**config.mk**
```make
export PLATFORM = sky130hd
export DESIGN_NAME = bit_akis_hakem
export DESIGN_NICKNAME = d
export VERILOG_FILES = /design/src/rtl/bit_akis_pkg.sv /design/src/rtl/rr_arbiter.sv /design/src/rtl/bit_akis_hakem.sv
export SDC_FILE = /design/constraint.sdc
export NUM_CORES = 1
export LEC_CHECK = 0
export CAP_MARGIN = 20
export CORE_UTILIZATION = 53
export CTS_BUF_LIST = sky130_fd_sc_hd__clkbuf_8
export DETAILED_ROUTE_END_ITERATION = 12
export PLACE_DENSITY = 0.81
export SLEW_MARGIN = 20
export SYNTH_ARGS = -nofsm -noshare
export SYNTH_HDL_FRONTEND = slang
export SYNTH_SLANG_ARGS = --single-unit
```
**constraint.sdc**
```tcl
create_clock -name i_clk -period 3.6 [get_ports i_clk]
set_clock_uncertainty 0.15 [all_clocks]
set_input_delay 0.54 -clock i_clk [delete_from_list [all_inputs] [get_ports i_clk]]
set_output_delay 0.54 -clock i_clk [all_outputs]
set_load 0.02 [all_outputs]
```
**src/rtl/bit_akis_pkg.sv**
```systemverilog
// Shared definitions for the bit_akis checker scheduler.
package bit_akis_pkg;

  localparam int unsigned DEF_DATA_W = 3;

  typedef enum logic [1:0] {
    IDLE  = 2'd0,
    ISSUE = 2'd1,
    WAIT  = 2'd2,
    RESP  = 2'd3
  } state_e;

endpackage

```
**src/rtl/rr_arbiter.sv**
```systemverilog
// Combinational rotating-priority picker: first set request at or after ptr, cyclically.
module rr_arbiter #(
  parameter int unsigned N_REQ = 4,
  localparam int unsigned IDX_W = $clog2(N_REQ)
) (
  input  logic [N_REQ-1:0] req,
  input  logic [IDX_W-1:0] ptr,
  output logic [N_REQ-1:0] gnt,
  output logic [IDX_W-1:0] gnt_idx
);

  logic             found;
  logic [IDX_W-1:0] cand;

  always_comb begin
    gnt     = '0;
    gnt_idx = '0;
    found   = 1'b0;
    cand    = '0;
    for (int unsigned i = 0; i < N_REQ; i++) begin
      cand = IDX_W'((32'(ptr) + i) % N_REQ);
      if (!found && req[cand]) begin
        found     = 1'b1;
        gnt[cand] = 1'b1;
        gnt_idx   = cand;
      end
    end
  end

endmodule

```
**src/rtl/bit_akis_hakem.sv**
```systemverilog
// Round-robin scheduler sharing one bit_akis_kontrol checker among N_REQ requesters,
// with a done watchdog and a saturating error counter.
module bit_akis_hakem
  import bit_akis_pkg::*;
#(
  parameter int unsigned N_REQ   = 4,
  parameter int unsigned DATA_W  = DEF_DATA_W,
  parameter int unsigned TIMEOUT = 64,
  parameter int unsigned CNT_W   = 8
) (
  input  logic                    i_clk,
  input  logic                    i_rstn,
  input  logic [N_REQ-1:0]        i_req,
  input  logic [N_REQ*DATA_W-1:0] i_req_data,
  output logic [N_REQ-1:0]        o_ack,
  output logic                    o_err,
  output logic                    o_chk_flag,
  output logic [DATA_W-1:0]       o_chk_data,
  input  logic                    i_chk_err,
  input  logic                    i_chk_done,
  output logic                    o_busy,
  output logic                    o_timeout,
  output logic [CNT_W-1:0]        o_err_total
);

  localparam int unsigned IDX_W = $clog2(N_REQ);
  localparam int unsigned WD_W  = $clog2(TIMEOUT);

  state_e              state_q, state_d;
  logic [IDX_W-1:0]    ptr_q, ptr_d;
  logic [IDX_W-1:0]    gidx_q, gidx_d;
  logic [N_REQ-1:0]    gnt_q, gnt_d;
  logic [DATA_W-1:0]   data_q, data_d;
  logic [WD_W-1:0]     wdog_q, wdog_d;
  logic                done_q;
  logic                flag_q, flag_d;
  logic [N_REQ-1:0]    ack_q, ack_d;
  logic                err_q, err_d;
  logic                to_q, to_d;
  logic                busy_q, busy_d;
  logic [CNT_W-1:0]    cnt_q, cnt_d;

  logic [N_REQ-1:0]    arb_gnt;
  logic [IDX_W-1:0]    arb_idx;
  logic                done_evt;

  rr_arbiter #(.N_REQ(N_REQ)) u_arb (
    .req     (i_req),
    .ptr     (ptr_q),
    .gnt     (arb_gnt),
    .gnt_idx (arb_idx)
  );

  // Only a rising edge of done counts, so a level left high from a previous job is ignored.
  assign done_evt = i_chk_done & ~done_q;

  // Next-state and next-output logic; every output register is loaded from here.
  always_comb begin
    state_d = state_q;
    ptr_d   = ptr_q;
    gidx_d  = gidx_q;
    gnt_d   = gnt_q;
    data_d  = data_q;
    wdog_d  = wdog_q;
    cnt_d   = cnt_q;
    flag_d  = 1'b0;
    ack_d   = '0;
    err_d   = 1'b0;
    to_d    = 1'b0;
    unique case (state_q)
      IDLE: begin
        if (|i_req) begin
          state_d = ISSUE;
          gidx_d  = arb_idx;
          gnt_d   = arb_gnt;
          data_d  = i_req_data[int'(arb_idx)*DATA_W +: DATA_W];
          flag_d  = 1'b1;
        end
      end
      ISSUE: begin
        wdog_d  = '0;
        state_d = WAIT;
      end
      WAIT: begin
        if (done_evt) begin
          state_d = RESP;
          ack_d   = gnt_q;
          err_d   = i_chk_err;
        end else if (wdog_q == WD_W'(TIMEOUT - 1)) begin
          state_d = RESP;
          ack_d   = gnt_q;
          err_d   = 1'b1;
          to_d    = 1'b1;
        end else begin
          wdog_d = wdog_q + WD_W'(1);
        end
      end
      RESP: begin
        state_d = IDLE;
        ptr_d   = (gidx_q == IDX_W'(N_REQ - 1)) ? '0 : gidx_q + IDX_W'(1);
        if (err_q && (cnt_q != '1)) begin
          cnt_d = cnt_q + CNT_W'(1);
        end
      end
      default: state_d = IDLE;
    endcase
    busy_d = (state_d != IDLE);
  end

  always_ff @(posedge i_clk or negedge i_rstn) begin
    if (!i_rstn) begin
      state_q <= IDLE;
      ptr_q   <= '0;
      gidx_q  <= '0;
      gnt_q   <= '0;
      data_q  <= '0;
      wdog_q  <= '0;
      done_q  <= 1'b0;
      flag_q  <= 1'b0;
      ack_q   <= '0;
      err_q   <= 1'b0;
      to_q    <= 1'b0;
      busy_q  <= 1'b0;
      cnt_q   <= '0;
    end else begin
      state_q <= state_d;
      ptr_q   <= ptr_d;
      gidx_q  <= gidx_d;
      gnt_q   <= gnt_d;
      data_q  <= data_d;
      wdog_q  <= wdog_d;
      done_q  <= i_chk_done;
      flag_q  <= flag_d;
      ack_q   <= ack_d;
      err_q   <= err_d;
      to_q    <= to_d;
      busy_q  <= busy_d;
      cnt_q   <= cnt_d;
    end
  end

  assign o_ack       = ack_q;
  assign o_err       = err_q;
  assign o_chk_flag  = flag_q;
  assign o_chk_data  = data_q;
  assign o_busy      = busy_q;
  assign o_timeout   = to_q;
  assign o_err_total = cnt_q;

endmodule

```
==> impl_metrics.tcl <==
set metrics [dict create \
    status "completed" \
    core_area_um2 3468 \
    clk_pin_slew_ns 0.07 \
    vias 1594 \
    rows 21 \
    die_h_um 63.52 \
    worstMarginPinSlew_ns 0.5255 \
    vias_per_cell 5.497 \
    start_kind "register" \
    start_util 0.5783 \
    cts_hold_buffers 0 \
    hpwl_mm 2.768 \
    dieArea_um2 4034 \
    crit_required_ns 3.61 \
    synth-seq-cells 36 \
    arrival_ns 3.05 \
    diodes 0 \
    timing_worst_setup_path_type "register to register" \
    cts_tree "done" \
    ys_types 45 \
    p_sw_uw 696.5 \
    clock_sinks 36 \
    critPathLaunch "ptr_q[0]" \
    final-setup-viol-count 0 \
    worstSkewPairLatency_ns 0.28 \
    dr.first_iter.drc_count 67 \
    hp-start "gnt_q[1]" \
    max_cap_violations 0 \
    final_nets 275 \
    combPwrFrac 0.473 \
    synth_edf_count 0 \
    cts-resized-gates 0 \
    postPlaceCellArea_um2 2436 \
    antenna_found_initial 0 \
    r2r-start "ptr_q[0]" \
    postCtsSetupRepairBufs 0 \
    grt-ovfl-total 0 \
    synthCells 201 \
    final_cell_mix "38 x clkdlybuf4s50_1, 36 x dfrtp_1, 25 x nand2_1, 16 x o21ai_0, 15 x nor2_1" \
    drive_gt1_frac 0.09426 \
    synth_area_um2 2006 \
    yosysWarnings 0 \
    pwr-share-clk 0.203 \
    grt_max_degree 37 \
    period_needed_ns 3.034 \
    fin_crit_sh 0.8428 \
    clock_path_buffers 2 \
    grt_pass1_wl_mm 6.299 \
    drcViolationCount 0 \
    die_x_um 63.52 \
    power.share.switching 0.3758 \
    ir_worst_vdd_v 0.0003496 \
    wl_per_cell_um 12.62 \
    relSlewSlack 0.6497 \
    firstDrtPassIters 4 \
    pre_cts_slack_ns 0.4247 \
    synth_seq_area_share 0.4492 \
    syn_area_per_cell_um2 9.978 \
    ant_nets 0 \
    io_buffers 38 \
    wl_mm 3.659 \
    async_flop_share 1.000 \
    cts-root-buf "clkbuf_8" \
    r2r_cells 8 \
    final_area_um2 2562 \
    mostFrequentLayoutCell "clkdlybuf4s50_1" \
    gp_routability_congestion 0.7746 \
    grt_pass1_vias 1474 \
    fmax_mhz 329.6 \
    rsz0062_at_grt "false" \
    powerDensity_nw_per_um2 723.3 \
    hold_depth 2 \
    crit_path_max_fanout 15 \
    syn_to_final_growth_pct 27.76 \
    fillCellCount 267 \
    synth_fp_nets 233 \
    grt_use_total 0.2034 \
    h-tree-depth 2 \
    p_int_mw 1.157 \
    numCtsBuffers 5 \
    setup_tns_ns 0 \
    worst_slack_ns 0.5658 \
    endpoint_kind "register" \
    ios 39 \
    seq_power_share 0.324 \
    power.leakage_nw 1.187 \
    hp-class "register to register" \
    hold_viol 0 \
    synthFlopType "dfrtp_1" \
    drv_slew 0 \
]
[logic make-up (layout without fill, tap and decap cells)]
group	Yosys count	count (layout)	synth area share
fa+ha+maj	12	12	0.07486
simple gates	71	71	0.1772
flops	36	36	0.4492
xor+xnor	7	7	0.03057
compound gates	47	47	0.1585
buf+inv	17	60	0.03743
mux	11	11	0.07236
[state kept, by name, summed over array words and instances, names as in the netlist, 2 cells and up]
register	flops
gidx_q	2
gnt_q	4
o_ack	4
o_chk_data	3
o_err_total	8
ptr_q	2
state_q	2
wdog_q	6
[area by class of cell]
type                       instances  area (um^2)  area share
inverter                          10        37.54     0.01465
sequential                        36        900.9      0.3516
tap                               46        57.56     0.02246
clock buffer                       7        96.34     0.03760
clock inverter                     1        30.03     0.01172
multi-input combinational        148         1030      0.4019
timing repair buffer              42        410.4      0.1602
[per-stage QoR]
| step | hold WS [ns] | utilization | total power [mW] | cells |
|---|---|---|---|---|
| 3_3_place_gp | 0.3053 | 0.7024 | 1.460 | 282 |
| 6_report | 0.3243 | 0.7388 | 1.854 | 290 |
| 5_1_grt | 0.3516 | 0.7388 | 1.995 | 290 |
| 4_1_cts | 0.3300 | 0.7388 | 1.868 | 290 |
| 3_5_place_dp | 0.3144 | 0.7024 | 1.481 | 282 |
| 2_1_floorplan | 0.09441 | - | 1.233 | 201 |
[final timing paths]
kind / endpoint / slack [ns]
max in group asynchronous: o_ack[2] / 2.47
min: gnt_q[1] / 0.32
min in group asynchronous: wdog_q[2] / 0.53
max reg2reg: o_chk_data[1] / 0.57
max: o_chk_data[1] / 0.57
min reg2reg: gnt_q[1] / 0.32
[cell usage after synthesis (all sizes together) (3+ instances only)]
library cell | count | area (um^2)
inv | 10 | 37.54
nand3 | 7 | 35.03
clkbuf | 3 | 11.26
nor3 | 3 | 26.28
a21oi | 6 | 30.03
o21ai | 16 | 80.08
and2 | 4 | 25.02
nor2 | 16 | 62.56
nand2 | 25 | 93.84
a221oi | 4 | 35.03
a22o | 5 | 43.79
mux2 | 5 | 60.05
ha | 12 | 150.1
nand4 | 3 | 18.77
dfrtp | 36 | 900.9
and3 | 3 | 18.77
xnor2 | 4 | 35.03
xor2 | 3 | 26.28
mux2i | 4 | 40.04
buf | 4 | 26.27
[power by group through the flow]
stage               clock network, mW  registers (mW)  logic, mW
floorplan                           0           0.628      0.605
global placement                    0           0.604      0.855
detailed placement                  0           0.609      0.872
CTS                             0.386           0.602      0.879
global route                    0.402           0.617      0.976
finish                          0.377           0.600      0.876
[worst max-delay path, stage by stage (launching register included)]
cell,delay [ns]
dfrtp_1,0.67
inv_1,0.12
ha_1,0.39
mux4_2,0.33
nor2b_4,0.18
o21a_1,0.22
nor2_2,0.21
mux2_1,0.35
a221o_1,0.30
[routing by layer]
layer | up-vias | track usage | wire, um
li1 | 802 | - | -
met1 | 745 | 0.2471 | 1654
met2 | 40 | 0.3457 | 1811
met3 | 7 | 0.04348 | 131
met4 | 0 | 0.08523 | 62
met5 | - | 0 | 0
(Power assumes the default switching activity.)
